`src/rtl/enigma_stream.sv`:
```
// enigma_stream: byte-stream front end for the Enigma cipher core.
// Upstream bytes arrive on a valid/ready port. Letters are folded to lowercase
// and issued to the core as a one-cycle pulse. The block then waits for the
// core's done pulse, or for a timeout, and presents the result downstream.
// Non-letters bypass the core unchanged. Only one byte is in flight at a time,
// so byte order is preserved.
//
// Ports:
//   clk, reset           clock, synchronous active-high reset
//   s_valid/s_ready      upstream handshake; s_data byte, s_last end of message
//   core_valid/core_din  one-cycle issue pulse and lowercase letter to the core
//   core_done/core_dout  core result pulse and result byte
//   m_valid/m_ready      downstream handshake; m_data byte, m_last flag
//   busy                 high whenever the FSM is not in IDLE
//   timeout_err          sticky flag for core timeouts, cleared only by reset
module enigma_stream #(
  parameter logic [15:0] TIMEOUT  = 16'd1023,
  parameter logic [7:0]  ERR_CHAR = 8'h3F
) (
  input  logic       clk,
  input  logic       reset,
  input  logic       s_valid,
  output logic       s_ready,
  input  logic [7:0] s_data,
  input  logic       s_last,
  output logic       core_valid,
  output logic [7:0] core_din,
  input  logic       core_done,
  input  logic [7:0] core_dout,
  output logic       m_valid,
  input  logic       m_ready,
  output logic [7:0] m_data,
  output logic       m_last,
  output logic       busy,
  output logic       timeout_err
);

  typedef enum logic [1:0] {IDLE, ISSUE, WAIT, OUT} state_t;

  state_t      state, state_nxt;
  logic [7:0]  letter;
  logic [7:0]  out_data;
  logic        out_last;
  logic [15:0] timer;
  logic        err;
  logic        is_lower, is_upper, is_letter, expire;

  assign is_lower  = (s_data >= 8'h61) && (s_data <= 8'h7A);
  assign is_upper  = (s_data >= 8'h41) && (s_data <= 8'h5A);
  assign is_letter = is_lower || is_upper;
  // Timer is cleared on the issue cycle, so reaching TIMEOUT-1 in WAIT puts
  // ERR_CHAR on the output TIMEOUT+1 cycles after the issue pulse.
  assign expire    = (timer == (TIMEOUT - 16'd1));

  // Next-state logic
  always_comb begin
    state_nxt = state;
    case (state)
      IDLE:    if (s_valid) state_nxt = is_letter ? ISSUE : OUT;
      ISSUE:   state_nxt = WAIT;
      WAIT:    if (core_done || expire) state_nxt = OUT;
      OUT:     if (m_ready) state_nxt = IDLE;
      default: state_nxt = IDLE;
    endcase
  end

  // State register and datapath
  always_ff @(posedge clk) begin
    if (reset) begin
      state    <= IDLE;
      letter   <= 8'h00;
      out_data <= 8'h00;
      out_last <= 1'b0;
      timer    <= 16'h0000;
      err      <= 1'b0;
    end else begin
      state <= state_nxt;
      case (state)
        IDLE: begin
          if (s_valid) begin
            out_last <= s_last;
            if (is_letter) letter   <= s_data | 8'h20;
            else           out_data <= s_data;
          end
        end
        ISSUE: timer <= 16'h0000;
        WAIT: begin
          timer <= timer + 16'd1;
          // A done pulse in the expiry cycle still counts as a good result.
          if (core_done) begin
            out_data <= core_dout;
          end else if (expire) begin
            out_data <= ERR_CHAR;
            err      <= 1'b1;
          end
        end
        default: ;
      endcase
    end
  end

  // All outputs decode registered state only; no path from m_ready to s_ready.
  assign s_ready     = (state == IDLE);
  assign core_valid  = (state == ISSUE);
  assign core_din    = core_valid ? letter : 8'h00;
  assign m_valid     = (state == OUT);
  assign m_data      = out_data;
  assign m_last      = out_last;
  assign busy        = (state != IDLE);
  assign timeout_err = err;

endmodule

```
`config.mk`:
```
export PLATFORM = sky130hd
export DESIGN_NAME = enigma_stream
export DESIGN_NICKNAME = d
export VERILOG_FILES = /design/src/rtl/enigma_stream.sv
export SDC_FILE = /design/constraint.sdc
export NUM_CORES = 1
export LEC_CHECK = 0
export CAP_MARGIN = 40
export CELL_PAD_IN_SITES_DETAIL_PLACEMENT = 0
export CELL_PAD_IN_SITES_GLOBAL_PLACEMENT = 1
export CORE_MARGIN = 2
export CORE_UTILIZATION = 39
export CTS_BUF_LIST = sky130_fd_sc_hd__clkbuf_16
export CTS_CLUSTER_SIZE = 12
export DETAILED_ROUTE_END_ITERATION = 12
export PLACE_DENSITY = 0.94
export REMOVE_ABC_BUFFERS = 1
export SLEW_MARGIN = 20
export SYNTH_ARGS = -nofsm -noshare
export SYNTH_HDL_FRONTEND = slang
export SYNTH_SLANG_ARGS = --single-unit
```
`constraint.sdc`:
```
create_clock -name clk -period 6.1 [get_ports clk]
set_clock_uncertainty 0.1 [all_clocks]
set_input_delay 1.22 -clock clk [delete_from_list [all_inputs] [get_ports clk]]
set_output_delay 1.22 -clock clk [all_outputs]
set_load 0.1 [all_outputs]
```
* Yosys cells after proc, flatten, opt, wreduce, memory -nomap -nowiden
Cells that the tools add are included.
Word-level totals: register bits 36, logic and storage cells 46, input port bits 22
Operators by class: $add $sub $neg 1, bitwise gates (word level) 1, reduce and logical (&&, ||, !) cells 13, muxes and demuxes 12, $lt $le $gt $ge 4, equal/unequal tests 9
Operators by type and width (number):
- $mux 8 | 5
- $pmux 16 s2 | 1
- $add 16x1->16 const B | 1
- $eq 16x10->1 const B | 1
- $ge 8x7->1 const B | 2
- $le 8x7->1 const B | 2
- $pmux 8 s2 | 1
- $reduce_and 3->1 | 3
- $mux 2 | 4
- $pmux 2 s4 | 1
- $ne 2x2->1 const B | 3
- $reduce_bool 2->1 | 3
- $eq 2x2->1 const B | 2
- $reduce_and 4->1 | 1
- $ne 3x3->1 const B | 1
- $eq 2x1->1 const B | 1
- $logic_and 1x1->1 | 2
- $logic_not 2->1 | 1
- $logic_or 1x1->1 | 2
- $ne 2x1->1 const B | 1
- $reduce_and 2->1 | 1
- $not 1->1 | 1

* Longest topological paths before layout
depth in word-level cells 6, gate-level depth with buffers 8, depth with buffers taken out 7

* Worst setup path after synthesis
Ideal clock, no wire load.
kind reg-to-output, start point register state[1], end point output port core_din[0], cell stages (with the launch flop) 4, arrival 2122 ps, setup slack 2658 ps, path buffers 0, cell sequence dfxtp_1 > inv_1 > ha_1 > and2_1
Between the ends: longest elaborated chain between the ends 2
RTL lines:
- start: declaration | RTL line 40 | state_t state, state_nxt;
- start signal: assignment | RTL line 77 | state <= state_nxt;
- $eq 2x1->1 | RTL line 104 | assign core_valid = (state == ISSUE);
- named net core_valid | RTL line 26 | output logic core_valid,
- $mux 8 | RTL line 105 | assign core_din = core_valid ? letter : 8'h00;
- end: declaration | RTL line 27 | output logic [7:0] core_din,
The timed path passes the listed nets, and every way through them passes these cells.

* Worst setup path after layout
start point register state[0], end point output port busy
Between the ends: longest elaborated chain between the ends 1
RTL lines:
- $reduce_bool 2->1 | RTL line 109 | assign busy = (state != IDLE);
- end: declaration | RTL line 34 | output logic busy,
Every way passes these cells.

==> impl_results.md <==
- Final Power: 1290 uW
- DRC viols: 0
- Pre-CTS WS: 2.98 ns
- Clock tree buffer depth: 2
- CP required: 4.78 ns
- Main synth FF type: dfxtp_1
- Max FO, Critical Path: 7
- Reg2reg path depth: 6
- FFs w/ async S/R, synth: 0
- Final Util: 0.626
- Most frequent cells in the layout: clkdlybuf4s50_1 (43), dfxtp_1 (36), nor2_1 (23)
- Antenna viol nets, final: 0
- DR vias: 1,598
- Area growth, synth to finish: 55.6%
- Skew-Pair Late Insertion Delay: 0.27 ns
- RR Startpoint: state[0]
- CP max-delay cell: clkdlybuf4s50_1
- Final worst-path cycle share: 0.530
- Syn Inst Count: approximately 190
- Gr usage total: 0.176
- Hold Fails Final Rpt: 0
- Startpoint Class: register
- Drt pass-1 iters: 4
- Final setup vio count: 0
- CTS Root Buffer Type: clkbuf_16
- Flops & latches, synth: 36
- Post-synthesis cell type count: 36
- Max Fclk: between 0.3 and 0.4 GHz
- H-tree depth: 2
- Area contributors post-synth: dfxtp_1 (41%), mux2i_1 (6.3%), nor2_1 (5.0%)
- Vias in the first global route: 1,517
- Final worst slack: about 2.9 ns
- Syn_area_per_cell: 9.02 sq um
- Routability cong.: 0.802
- Worst setup path startpoint: state[0]
- # IOs: 44
- Ant. Diodes: 0
- # rows: 24
- Peak supply drop: roughly 0.42 mV
- Largest net degree at the start of global routing: 18
- Reg2reg end: m_data[7]
- Cells after DPL: between 300 and 400
- Die W: 70.8 um
- CP dominant cell by count: inv_1
- Crit path arrival time: 1.92 ns
- Fin. max-slew vios: 0
- Total of max-cap violations: 0
- Slew @ Worst Pin: roughly 0.56 ns
- Non-Filler Instances: roughly 310
- Cts repair resizes: 0
- Hold Crit Class: reg -> reg
- IO Port Bufs: 43
- CP endpoint: busy
- Initial Util: 0.402
- Hold Buf Count CTS: 0
- Sequential area share after synthesis: 0.414
- YS warnings: 0
- Post-route minimum period: about 3.2 ns
- Core area: approximately 4300 sq um
- TritonCTS clock tree: built
- DIE AREA: 5010 sq um
- Relative slew slack: 0.626
- Synth Cell Area: 1740 sq um
- CP cell instances: inv_1, ha_1, inv_1, clkdlybuf4s50_1, buf_16
- Antenna violations before repair: 0
- Worst setup EP type: output pin
- Final #Nets: 288
- Status: complete, no violations
- Layout cell share with drive strength beyond 1: 0.119
- Setup repair bufs after CTS: 0
- Height of the chip: between 70 and 80 um
- R2R setup slack: 3.74 ns
- CTS buffer count: 5
- Final setup TNS: 0 ns
- Starting DRC count in detailed routing: 66
- WL final: 4220 um
- First-pass GRT wire length: 7140 um
- Gr ovfl total: 0
- RSZ-0062 raised after global routing: no
- Drt via density: 5.11
- EDFF count, synth: 0
- Clock Pin Slew Worst Setup and Hold Paths: 0.05 ns
- Pwr dens: around 480 nW/um^2
- Setup CP Type: reg -> out
- Leak pwr: 0.00107 uW
- Area leader, netlist: dfxtp_1
- Peak per-stage delay on the critical path: 0.59 ns
- WL per Instance: 13.5 um
- DP Wirelength: approximately 3200 um
- Sink Count: 36
- Commonest non-fill, non-tap cell in the layout: clkdlybuf4s50_1
- Top-area cell type share of the netlist area: 0.414
[layout make-up]
class / count / area (sq um)
tap: 52 / 65.1
clock inverter: 3 / 11.3
timing repair buffer: 65 / 786
sequential: 36 / 721
fill: 357 / 1620
multi-input combinational: 143 / 967
clock buffer: 5 / 125
inverter: 9 / 33.8
[how the worst min path moves through the flow]
stage	start	end	slack, ns	depth (start not counted)
finish	letter[6]	letter[6]	0.34	2
global route	letter[6]	letter[6]	0.36	2
CTS	letter[6]	letter[6]	0.34	2
detailed placement	letter[6]	letter[6]	0.33	2
global placement	letter[6]	letter[6]	0.33	2
floorplan	letter[5]	letter[5]	0.31	2
[worst max-delay path, delay by kind of cell, from the launching register on]
kind / cells / cell delay [ns]
fa+ha+maj: 1 / 0.28
flops: 1 / 0.36
buf+inv: 4 / 0.99
[flip-flops by register name, indices dropped and copies added, names as in the netlist]
| signal | flops |
|---|---|
| state | 2 |
| timer | 16 |
| m_last | 1 |
| letter | 8 |
| m_data | 8 |
| timeout_err | 1 |
[metrics by stage]
stage                     instance area [sq um]  hold slack (ns)
after global routing                       2710            0.358
after global placement                     2220            0.328
after floorplan                            1720            0.315
after detailed placement                   2570            0.335
after CTS                                  2710            0.343
final                                      2710            0.339
[cell families after synthesis]
kind of cell    share of synthesized area
compound gates                      0.132
fa+ha+maj                          0.0431
simple gates                        0.262
mux                                0.0633
flops                               0.414
xor+xnor                           0.0554
buf+inv                            0.0302
[cells in the mapped netlist (2+ instances only)]
cell	count
xor2_1	8
and4_1	3
nand3_1	7
dfxtp_1	36
nand2b_1	3
o221a_1	2
o221ai_1	6
nand3b_1	2
and3_1	3
nand4_1	5
mux2i_1	11
a311o_1	2
clkbuf_1	4
nor2_1	23
inv_1	9
xnor2_1	3
o21ai_0	4
and2_1	11
a21oi_1	10
ha_1	6
or3_1	3
nor3_1	2
nand2_1	17
[report_power, final]
part / switching (uW) / total, uW / internal [uW]
Sequential: 22.3 / 295 / 273
Clock: 88.4 / 235 / 147
Combinational: 476 / 760 / 284
[layer usage]
| layer | part of all wire | routed length [um] | up-vias | track usage |
|---|---|---|---|---|
| met4 | 0.021 | 89 | 0 | 0.0671 |
| met3 | 0.036 | 150 | 8 | 0.0427 |
| met5 | 0 | 0 | - | 0 |
| li1 | - | - | 817 | - |
| met2 | 0.47 | 1990 | 33 | 0.274 |
| met1 | 0.47 | 1990 | 740 | 0.236 |
Power figures use the tool's default switching activity.
